File: config.mk
export PLATFORM = sky130hd
export DESIGN_NAME = frame_reader
export DESIGN_NICKNAME = d
export VERILOG_FILES = /design/src/rtl/frame_reader.sv
export SDC_FILE = /design/constraint.sdc
export NUM_CORES = 1
export LEC_CHECK = 0
export CORE_MARGIN = 10
export CORE_UTILIZATION = 51
export DETAILED_ROUTE_END_ITERATION = 8
export GPL_TIMING_DRIVEN = 0
export PLACE_DENSITY = 0.79
export SLEW_MARGIN = 20
export SYNTH_ARGS = -nofsm -noshare
export SYNTH_HDL_FRONTEND = slang
export SYNTH_SLANG_ARGS = --single-unit
File: constraint.sdc
create_clock -name clk_in -period 1.9 [get_ports clk_in]
set_input_delay 0.19 -clock clk_in [delete_from_list [all_inputs] [get_ports clk_in]]
set_output_delay 0.19 -clock clk_in [all_outputs]
set_load 0.05 [all_outputs]
File: src/rtl/frame_reader.sv
// frame_reader: raster-scans a 240x320 RGB565 frame buffer with integer upscaling and re-aligns BRAM data to display coordinates
module frame_reader #(
  parameter int X_OFFSET = 0,
  parameter int Y_OFFSET = 0,
  parameter int SCALE = 2,
  parameter int READ_LATENCY = 2,
  parameter logic [15:0] BG_COLOR = 16'h0000
) (
  input  logic        clk_in,
  input  logic        rst_in,
  input  logic [10:0] hcount_in,
  input  logic [9:0]  vcount_in,
  output logic [16:0] pixel_addr_out,
  input  logic [15:0] pixel_data_in,
  output logic [15:0] pixel_out,
  output logic        in_frame_out,
  output logic [10:0] hcount_out,
  output logic [9:0]  vcount_out
);
  localparam int D = READ_LATENCY + 1;
  localparam logic [11:0] X0 = 12'(X_OFFSET);
  localparam logic [11:0] X1 = 12'(X_OFFSET + 240 * SCALE);
  localparam logic [11:0] Y0 = 12'(Y_OFFSET);
  localparam logic [11:0] Y1 = 12'(Y_OFFSET + 320 * SCALE);
  localparam logic [1:0] SM = 2'(SCALE - 1);
  logic [11:0] h, v;
  logic in_win, line_start;
  logic [1:0] hrep_q, hrep_d, vrep_q, vrep_d;
  logic [16:0] row_base_q, row_base_d, addr_q, addr_d;
  logic synced_q, synced_d;
  logic [10:0] hp_q [D];
  logic [10:0] hp_d [D];
  logic [9:0] vp_q [D];
  logic [9:0] vp_d [D];
  logic [D-1:0] vld_q, vld_d;
  logic [15:0] pix_q, pix_d;
  logic in_frame_q, in_frame_d;
  logic [10:0] hout_q, hout_d;
  logic [9:0] vout_q, vout_d;
  assign h = {1'b0, hcount_in};
  assign v = {2'b00, vcount_in};
  assign in_win = h >= X0 && h < X1 && v >= Y0 && v < Y1;
  assign line_start = in_win && h == X0;
  // counters advance only on in-window samples; line and frame starts are found by compare alone
  always_comb begin
    hrep_d = hrep_q;
    vrep_d = vrep_q;
    row_base_d = row_base_q;
    addr_d = addr_q;
    synced_d = synced_q;
    if (line_start) begin
      hrep_d = 2'd0;
      if (v == Y0) begin
        row_base_d = 17'd0;
        vrep_d = 2'd0;
        synced_d = 1'b1;
      end else begin
        row_base_d = vrep_q == SM ? row_base_q + 17'd240 : row_base_q;
        vrep_d = vrep_q == SM ? 2'd0 : vrep_q + 2'd1;
      end
      addr_d = row_base_d;
    end else if (in_win) begin
      hrep_d = hrep_q == SM ? 2'd0 : hrep_q + 2'd1;
      addr_d = hrep_q == SM ? addr_q + 17'd1 : addr_q;
    end
  end
  always_comb begin
    hp_d[0] = hcount_in;
    vp_d[0] = vcount_in;
    for (int i = 1; i < D; i++) begin
      hp_d[i] = hp_q[i-1];
      vp_d[i] = vp_q[i-1];
    end
    vld_d = {vld_q[D-2:0], in_win & synced_d};
    in_frame_d = vld_q[D-1];
    pix_d = vld_q[D-1] ? pixel_data_in : BG_COLOR;
    hout_d = hp_q[D-1];
    vout_d = vp_q[D-1];
  end
  always_ff @(posedge clk_in) begin
    if (rst_in) begin
      hrep_q <= '0;
      vrep_q <= '0;
      row_base_q <= '0;
      addr_q <= '0;
      synced_q <= 1'b0;
      hp_q <= '{default: '0};
      vp_q <= '{default: '0};
      vld_q <= '0;
      pix_q <= BG_COLOR;
      in_frame_q <= 1'b0;
      hout_q <= '0;
      vout_q <= '0;
    end else begin
      hrep_q <= hrep_d;
      vrep_q <= vrep_d;
      row_base_q <= row_base_d;
      addr_q <= addr_d;
      synced_q <= synced_d;
      hp_q <= hp_d;
      vp_q <= vp_d;
      vld_q <= vld_d;
      pix_q <= pix_d;
      in_frame_q <= in_frame_d;
      hout_q <= hout_d;
      vout_q <= vout_d;
    end
  end
  assign pixel_addr_out = addr_q;
  assign pixel_out = pix_q;
  assign in_frame_out = in_frame_q;
  assign hcount_out = hout_q;
  assign vcount_out = vout_q;
endmodule

==> impl_metrics.env, run 1 <==
export IMPL_status="completed"
export IMPL_p_per_area_nw_per_um2=981
export IMPL_grtUsageTotal=0.171
export IMPL_r2r_end="pixel_addr_out[14]"
export IMPL_whs_endpoint="pixel_out[2]"
export IMPL_fin_cells=737
export IMPL_setup_tns_ns=0
export IMPL_synth_flop_cell="dfxtp_1"
export IMPL_syn_cell_area_sq_um=4890
export IMPL_hpwl_um=7960
export IMPL_core_area_sq_um=9280
export IMPL_postSynthAreaPerCell_sq_um=10.1
export IMPL_worstHoldPathType="in -> reg"
export IMPL_synth_area_leaders="dfxtp_1, nor2b_1, xnor2_1"
export IMPL_clock_latency_ns=0.52
export IMPL_r2r_cells=7
export IMPL_ant_nets=0
export IMPL_cp_required_ns=2.34
export IMPL_crit_path_start_kind="register"
export IMPL_min_path_cells=2
export IMPL_grt_overflow_total=0
export IMPL_totalWireLength_um=11700
export IMPL_fmaxAchievable_mhz=536
export IMPL_ff2ff_setup_slack_ns=0.03
export IMPL_dieHeight_um=118
export IMPL_synth_top_cell_area_share=0.585
export IMPL_ios=94
export IMPL_drv_slew=0
export IMPL_slew_headroom=0.648
export IMPL_cp_max_fo=5
export IMPL_fin_util=0.710
export IMPL_min_from="pixel_data_in[2]"
export IMPL_synthesis_nets=525
export IMPL_wl_per_cell_um=15.9
export IMPL_cts_root_buf="clkbuf_8"
export IMPL_dp_cells=706
export IMPL_dieArea_sq_um=13900
export IMPL_antenna_found_initial=0
export IMPL_synth_cell_types=39
export IMPL_diodes=0
export IMPL_crit_slowest_cell="dfxtp_1"
export IMPL_grt_pass1_wl_um=19300
export IMPL_drv_cap=0
export IMPL_place_congestion=0.888
export IMPL_path_clk_slew_ns=0.06
export IMPL_clock_sinks=143
export IMPL_grt_setup_unrepaired="yes"
export IMPL_peakVddDrop_v=0.000572
export IMPL_cts_setup_buffers=0
export IMPL_path_class="reg -> reg"
export IMPL_synth_edf_count=0
export IMPL_htree_levels=4
export IMPL_dieWidth_um=118
export IMPL_synthArstFlopShare=0
export IMPL_viasPerCell=5.14
export IMPL_skew_ns=0.00955
export IMPL_min_period_ns=1.87
export IMPL_finalHoldViolCount=0
export IMPL_yosysWarnings=0
export IMPL_syn_instance_count=484
export IMPL_cts_buffers=17
export IMPL_start_util=0.527
export IMPL_cts_buffer_depth=2
export IMPL_syn2layout_area_growth_pct=34.8
export IMPL_grt_max_degree=17
export IMPL_first_pass_iters=5
export IMPL_yosysSeqAreaShare=0.585
export IMPL_drive_gt1_frac=0.0839
export IMPL_period_share=0.982
export IMPL_fin_nets=637
export IMPL_yosys_area_top_type="dfxtp_1"
export IMPL_setup_viol=0
export IMPL_via_count=3791
export IMPL_cts_hold_buffers=0
export IMPL_leakagePower_nw=2.50
export IMPL_ys_top_cells_by_count="dfxtp_1, nor2b_1, a21oi_1, nor2_1"
export IMPL_path_cells="inv_1, ha_1, nor3b_4, nor3_1, xor2_1, nand4_1, o21ai_0"
export IMPL_port_buffers=93
export IMPL_rows=35
export IMPL_ys_ff_latch=143
export IMPL_grt_pass1_vias=3795
export IMPL_drc_errors=0
export IMPL_reg2reg_from="row_base_q[4]"
export IMPL_yosysMostFrequentCell="dfxtp_1"
export IMPL_dr_first_iter_drc_count=220
export IMPL_critical_path_max_stage_delay_ns=0.41
export IMPL_setup_worst_path_end_class="register"
export IMPL_worst_pin_slew_ns=0.528
export IMPL_cts_tree="yes"
export IMPL_cp_arrival_ns=2.30
## worst max path at each step
stage / from / end / slack, ns / depth (start not counted)
after CTS: pixel_out[10] / pixel_out[10] / 0.03 / 1
after global routing: hcount_in[6] / pixel_addr_out[9] / -0.09 / 8
after detailed placement: vcount_in[8] / row_base_q[14] / -0.48 / 8
final: row_base_q[4] / pixel_addr_out[14] / 0.03 / 7
after floorplan: pixel_addr_out[7] / pixel_addr_out[13] / 0.002 / 5
after global placement: vcount_in[2] / row_base_q[4] / -0.41 / 7
## power breakdown
part / switching, mW / internal, mW
clock: 1.35 / 1.78
sequential: 0.0143 / 3.06
combinational: 0.133 / 0.129
## critical path, delay by kind of cell, from the launching register on
kind | cells | cell delay [ns]
compound gates | 1 | 0.11
xor+xnor | 1 | 0.25
fa+ha+maj | 1 | 0.24
buf+inv | 1 | 0.12
flops | 1 | 0.41
simple gates | 3 | 0.66
## area by class of cell
type	count	area, sq um
inverters	4	15.0
plain buffers	24	96.3
fillers	694	2690
flip-flops and latches	143	2870
repair buffers	93	910
clock buffers	17	414
multi-input cells	313	1980
well taps	129	161
clock inverters	14	150
## sequential cells by signal, summed over array words and instances (netlist names)
name and flops:
in_frame_out 1, hrep_q 2, vld_q 3, synced_q 1, row_base_q 17, hp_d 22
vcount_out 10, vrep_q 2, hout_d 11, vout_d 10, vp_d 20, pixel_out 16
hcount_out 11, pixel_addr_out 17
## kinds of logic (layout without fill, tap and decap cells)
family / count (synthesis) / count (layout) / share of synthesized area
and+or+nand+nor: 222 / 222 / 0.265
DFF: 143 / 143 / 0.585
AOI/OAI and AO/OA: 60 / 60 / 0.0696
buffers and inverters: 28 / 152 / 0.0223
xor gates and xnor gates: 27 / 27 / 0.0484
adders and majority gates: 2 / 2 / 0.00512
muxes: 2 / 2 / 0.00409
## cell usage in the layout (no fill, tap or decap), types with 3 or more instances in the layout
master / count
nand3b_1: 6
xor2_1: 6
nor4_2: 3
clkbuf_16: 16
xnor2_1: 20
buf_2: 3
inv_6: 4
o21ai_0: 15
clkdlybuf4s50_1: 76
nor2_1: 27
dfxtp_1: 141
inv_1: 4
nand3_1: 10
a21oi_1: 27
inv_8: 4
a211oi_1: 11
nor3_1: 8
nand2_1: 22
clkinvlp_4: 3
nor4_1: 11
and2_1: 22
nor2b_1: 89
dlygate4sd2_1: 17
clkbuf_1: 19
nand4_1: 8
## per-layer routing
metal	GRT usage	up-vias	wire, um
met5	0	-	0
met3	0.0566	22	680
li1	-	1848	-
met1	0.190	1799	4830
met2	0.290	122	5970
met4	0.0750	0	201
## through the flow
step | hold slack [ns] | cell area [sq um] | power, mW | setup WS, ns
after floorplan | 0.312 | 4890 | 3.26 | 0.00195
after global placement | 0.417 | 5980 | 3.39 | -0.415
after detailed placement | 0.420 | 5980 | 3.40 | -0.478
after CTS | 0.210 | 6530 | 6.51 | 0.0325
after global routing | 0.214 | 6590 | 6.70 | -0.0852
final | 0.226 | 6590 | 6.47 | 0.0338
## what timing repair did
action,4_1_cts,5_1_grt
gates resized for setup,18,14
endpoints found under the hold margin,0,0
setup endpoints to repair,22,25
Power figures use the tool's default switching activity.
==> run 2: changes to the inputs <==
--- a/config.mk
+++ b/config.mk
@@ -5,8 +5,10 @@
 export SDC_FILE = /design/constraint.sdc
 export NUM_CORES = 1
 export LEC_CHECK = 0
+export ABC_CLOCK_PERIOD_IN_PS = 1900
 export CORE_MARGIN = 10
 export CORE_UTILIZATION = 51
+export CTS_CLUSTER_SIZE = 28
 export DETAILED_ROUTE_END_ITERATION = 8
 export GPL_TIMING_DRIVEN = 0
 export PLACE_DENSITY = 0.79
==> results of run 2 <==
Final layout, timing and power as in run 1 (identical DEF).
==> run 3: changes to the inputs <==
--- a/config.mk
+++ b/config.mk
@@ -5,13 +5,13 @@
 export SDC_FILE = /design/constraint.sdc
 export NUM_CORES = 1
 export LEC_CHECK = 0
-export ABC_CLOCK_PERIOD_IN_PS = 1900
+export ABC_CLOCK_PERIOD_IN_PS = 2300
 export CORE_MARGIN = 10
-export CORE_UTILIZATION = 51
+export CORE_UTILIZATION = 55
 export CTS_CLUSTER_SIZE = 28
 export DETAILED_ROUTE_END_ITERATION = 8
 export GPL_TIMING_DRIVEN = 0
-export PLACE_DENSITY = 0.79
+export PLACE_DENSITY = 0.84
 export SLEW_MARGIN = 20
 export SYNTH_ARGS = -nofsm -noshare
 export SYNTH_HDL_FRONTEND = slang
==> constraint.sdc (replaced) <==
create_clock -name clk_in -period 2.3 [get_ports clk_in]
set_input_delay 0.23 -clock clk_in [delete_from_list [all_inputs] [get_ports clk_in]]
set_output_delay 0.23 -clock clk_in [all_outputs]
set_load 0.05 [all_outputs]
==> run 3 against run 2 <==
Effect of this change: combinational power shrank 19%; utilization grew 3.8 points; register-to-register slack gained 0.13 ns; first-iteration DRC count grew 17%; cell count shrank 2.8%; setup slack gained 0.13 ns; critical path type unchanged; largest power group is now sequential cells.
==> impl_metrics.env, run 3 (same netlist as run 1, synthesis figures left out) <==
export IMPL_status="completed"
export IMPL_htree_levels=4
export IMPL_drc_errors=0
export IMPL_r2r_end="pixel_addr_out[10]"
export IMPL_fin_nets=637
export IMPL_slew_headroom=0.521
export IMPL_start_util=0.563
export IMPL_antenna_found_initial=0
export IMPL_grt_pass1_wl_um=19300
export IMPL_via_count=3770
export IMPL_largest_reg_flops=22
export IMPL_fmaxAchievable_mhz=469
export IMPL_cts_buffer_depth=2
export IMPL_cp_max_fo=5
export IMPL_grt_overflow_total=0
export IMPL_pwr_share_clk=0.473
export IMPL_startpoint="row_base_q[4]"
export IMPL_reg2reg_from="row_base_q[4]"
export IMPL_placed_area_sq_um=5960
export IMPL_dr_first_iter_drc_count=258
export IMPL_hpwl_um=8320
export IMPL_min_from="pixel_data_in[2]"
export IMPL_setup_worst_path_end_class="register"
export IMPL_crit_path_start_kind="register"
export IMPL_clock_latency_ns=0.52
export IMPL_seqPwrFrac=0.486
export IMPL_grtUsageTotal=0.186
export IMPL_worstHoldPathType="in -> reg"
export IMPL_rows=34
export IMPL_internal_power_mw=3.99
export IMPL_clock_sinks=143
export IMPL_p_per_area_nw_per_um2=805
export IMPL_cts_hold_buffers=0
export IMPL_dieWidth_um=114
export IMPL_path_clk_slew_ns=0.07
export IMPL_worst_pin_slew_ns=0.712
export IMPL_path_class="reg -> reg"
export IMPL_switchingPower_mw=1.24
export IMPL_grt_setup_unrepaired="no"
export IMPL_r2r_cells=7
export IMPL_drive_gt1_frac=0.0625
export IMPL_cts_tree="yes"
export IMPL_cp_arrival_ns=2.60
export IMPL_core_area_sq_um=8680
export IMPL_grt_max_degree=17
export IMPL_combPwrFrac=0.041
export IMPL_cp_required_ns=2.77
export IMPL_drv_slew=0
export IMPL_ff2ff_setup_slack_ns=0.17
export IMPL_setup_viol=0
export IMPL_drv_cap=0
export IMPL_cts_resized=0
export IMPL_mostFrequentLayoutCells="dfxtp_1, clkdlybuf4s50_1, nor2b_1"
export IMPL_netSwitchingFraction=0.237
export IMPL_dieArea_sq_um=13100
export IMPL_syn2layout_area_growth_pct=32.8
export IMPL_peakVddDrop_v=0.000486
export IMPL_fin_area_sq_um=6490
export IMPL_min_period_ns=2.13
export IMPL_wl_per_cell_um=16.5
export IMPL_layout_commonest_cell="dfxtp_1"
export IMPL_leakagePower_nw=2.37
export IMPL_grt_pass1_vias=3867
export IMPL_dieHeight_um=114
export IMPL_diodes=0
export IMPL_totalWireLength_um=11800
export IMPL_setup_tns_ns=0
export IMPL_whs_endpoint="pixel_out[2]"
export IMPL_cts_buffers=17
export IMPL_finalHoldViolCount=0
export IMPL_place_congestion=0.885
export IMPL_skew_ns=0.00680
export IMPL_first_pass_iters=5
export IMPL_port_buffers=93
export IMPL_cts_setup_buffers=0
export IMPL_ant_nets=0
export IMPL_ios=94
export IMPL_period_share=0.927
export IMPL_min_path_cells=2
export IMPL_cts_root_buf="clkbuf_8"
export IMPL_viasPerCell=5.27
run 3: cell types whose count changed in the layout (fill, tap and decap cells not counted), moves of 2 or more:
cell / change
nor4_1: +2
nor4_2: -2
dfxtp_2: -2
clkbuf_2: -2
dlygate4sd2_1: -17
dfxtp_1: +2
clkdlybuf4s50_1: +17
run 3: through the flow:
stage | std cells | setup slack, ns | total power, mW | hold slack (ns) | utilization
after floorplan | 484 | 0.388 | 2.69 | 0.352 | -
after global placement | 685 | -0.0899 | 2.80 | 0.416 | 0.686
after detailed placement | 685 | -0.125 | 2.80 | 0.420 | 0.686
after CTS | 716 | 0.216 | 5.25 | 0.248 | 0.748
after global routing | 716 | 0.0809 | 5.40 | 0.252 | 0.748
final | 716 | 0.169 | 5.23 | 0.264 | 0.748
run 3: worst max-delay path by stage:
stage / to / slack [ns]
5_1_grt: pixel_addr_out[10] / 0.08
2_1_floorplan: pixel_addr_out[13] / 0.39
6_report: pixel_addr_out[10] / 0.17
4_1_cts: pixel_addr_out[2] / 0.22
3_3_place_gp: row_base_q[14] / -0.09
3_5_place_dp: row_base_q[14] / -0.13
run 3: metal layers:
metal  GRT usage  vias to the layer above  wire length (um)
met5           0                        -                 0
met4      0.0760                        0               235
met3      0.0618                       22               762
met2       0.335                      112              6320
met1       0.193                     1788              4490
li1            -                     1848                 -
run 3: cell type report:
class	count	area, sq um
Buffer	24	93.8
Clock buffer	17	414
Clock inverter	14	125
Fill cell	590	2180
Inverter	4	15.0
Multi-Input combinational cell	313	1920
Sequential cell	143	2860
Tap cell	108	135
Timing Repair Buffer	93	931
run 3: critical path, stage by stage (launching register included):
cell and delay [ns]:
dfxtp_1 0.34, inv_1 0.11, ha_1 0.20, nor3b_1 0.61, nor2_1 0.18, xnor2_1 0.18, o21ai_0 0.25, o311a_1 0.21
run 3: power groups by stage:
stage	clock, mW	combinational (mW)	sequential [mW]
after floorplan	0	0.0798	2.61
after global placement	0	0.205	2.59
after detailed placement	0	0.211	2.59
after CTS	2.50	0.215	2.54
after global routing	2.62	0.230	2.54
final	2.48	0.213	2.54
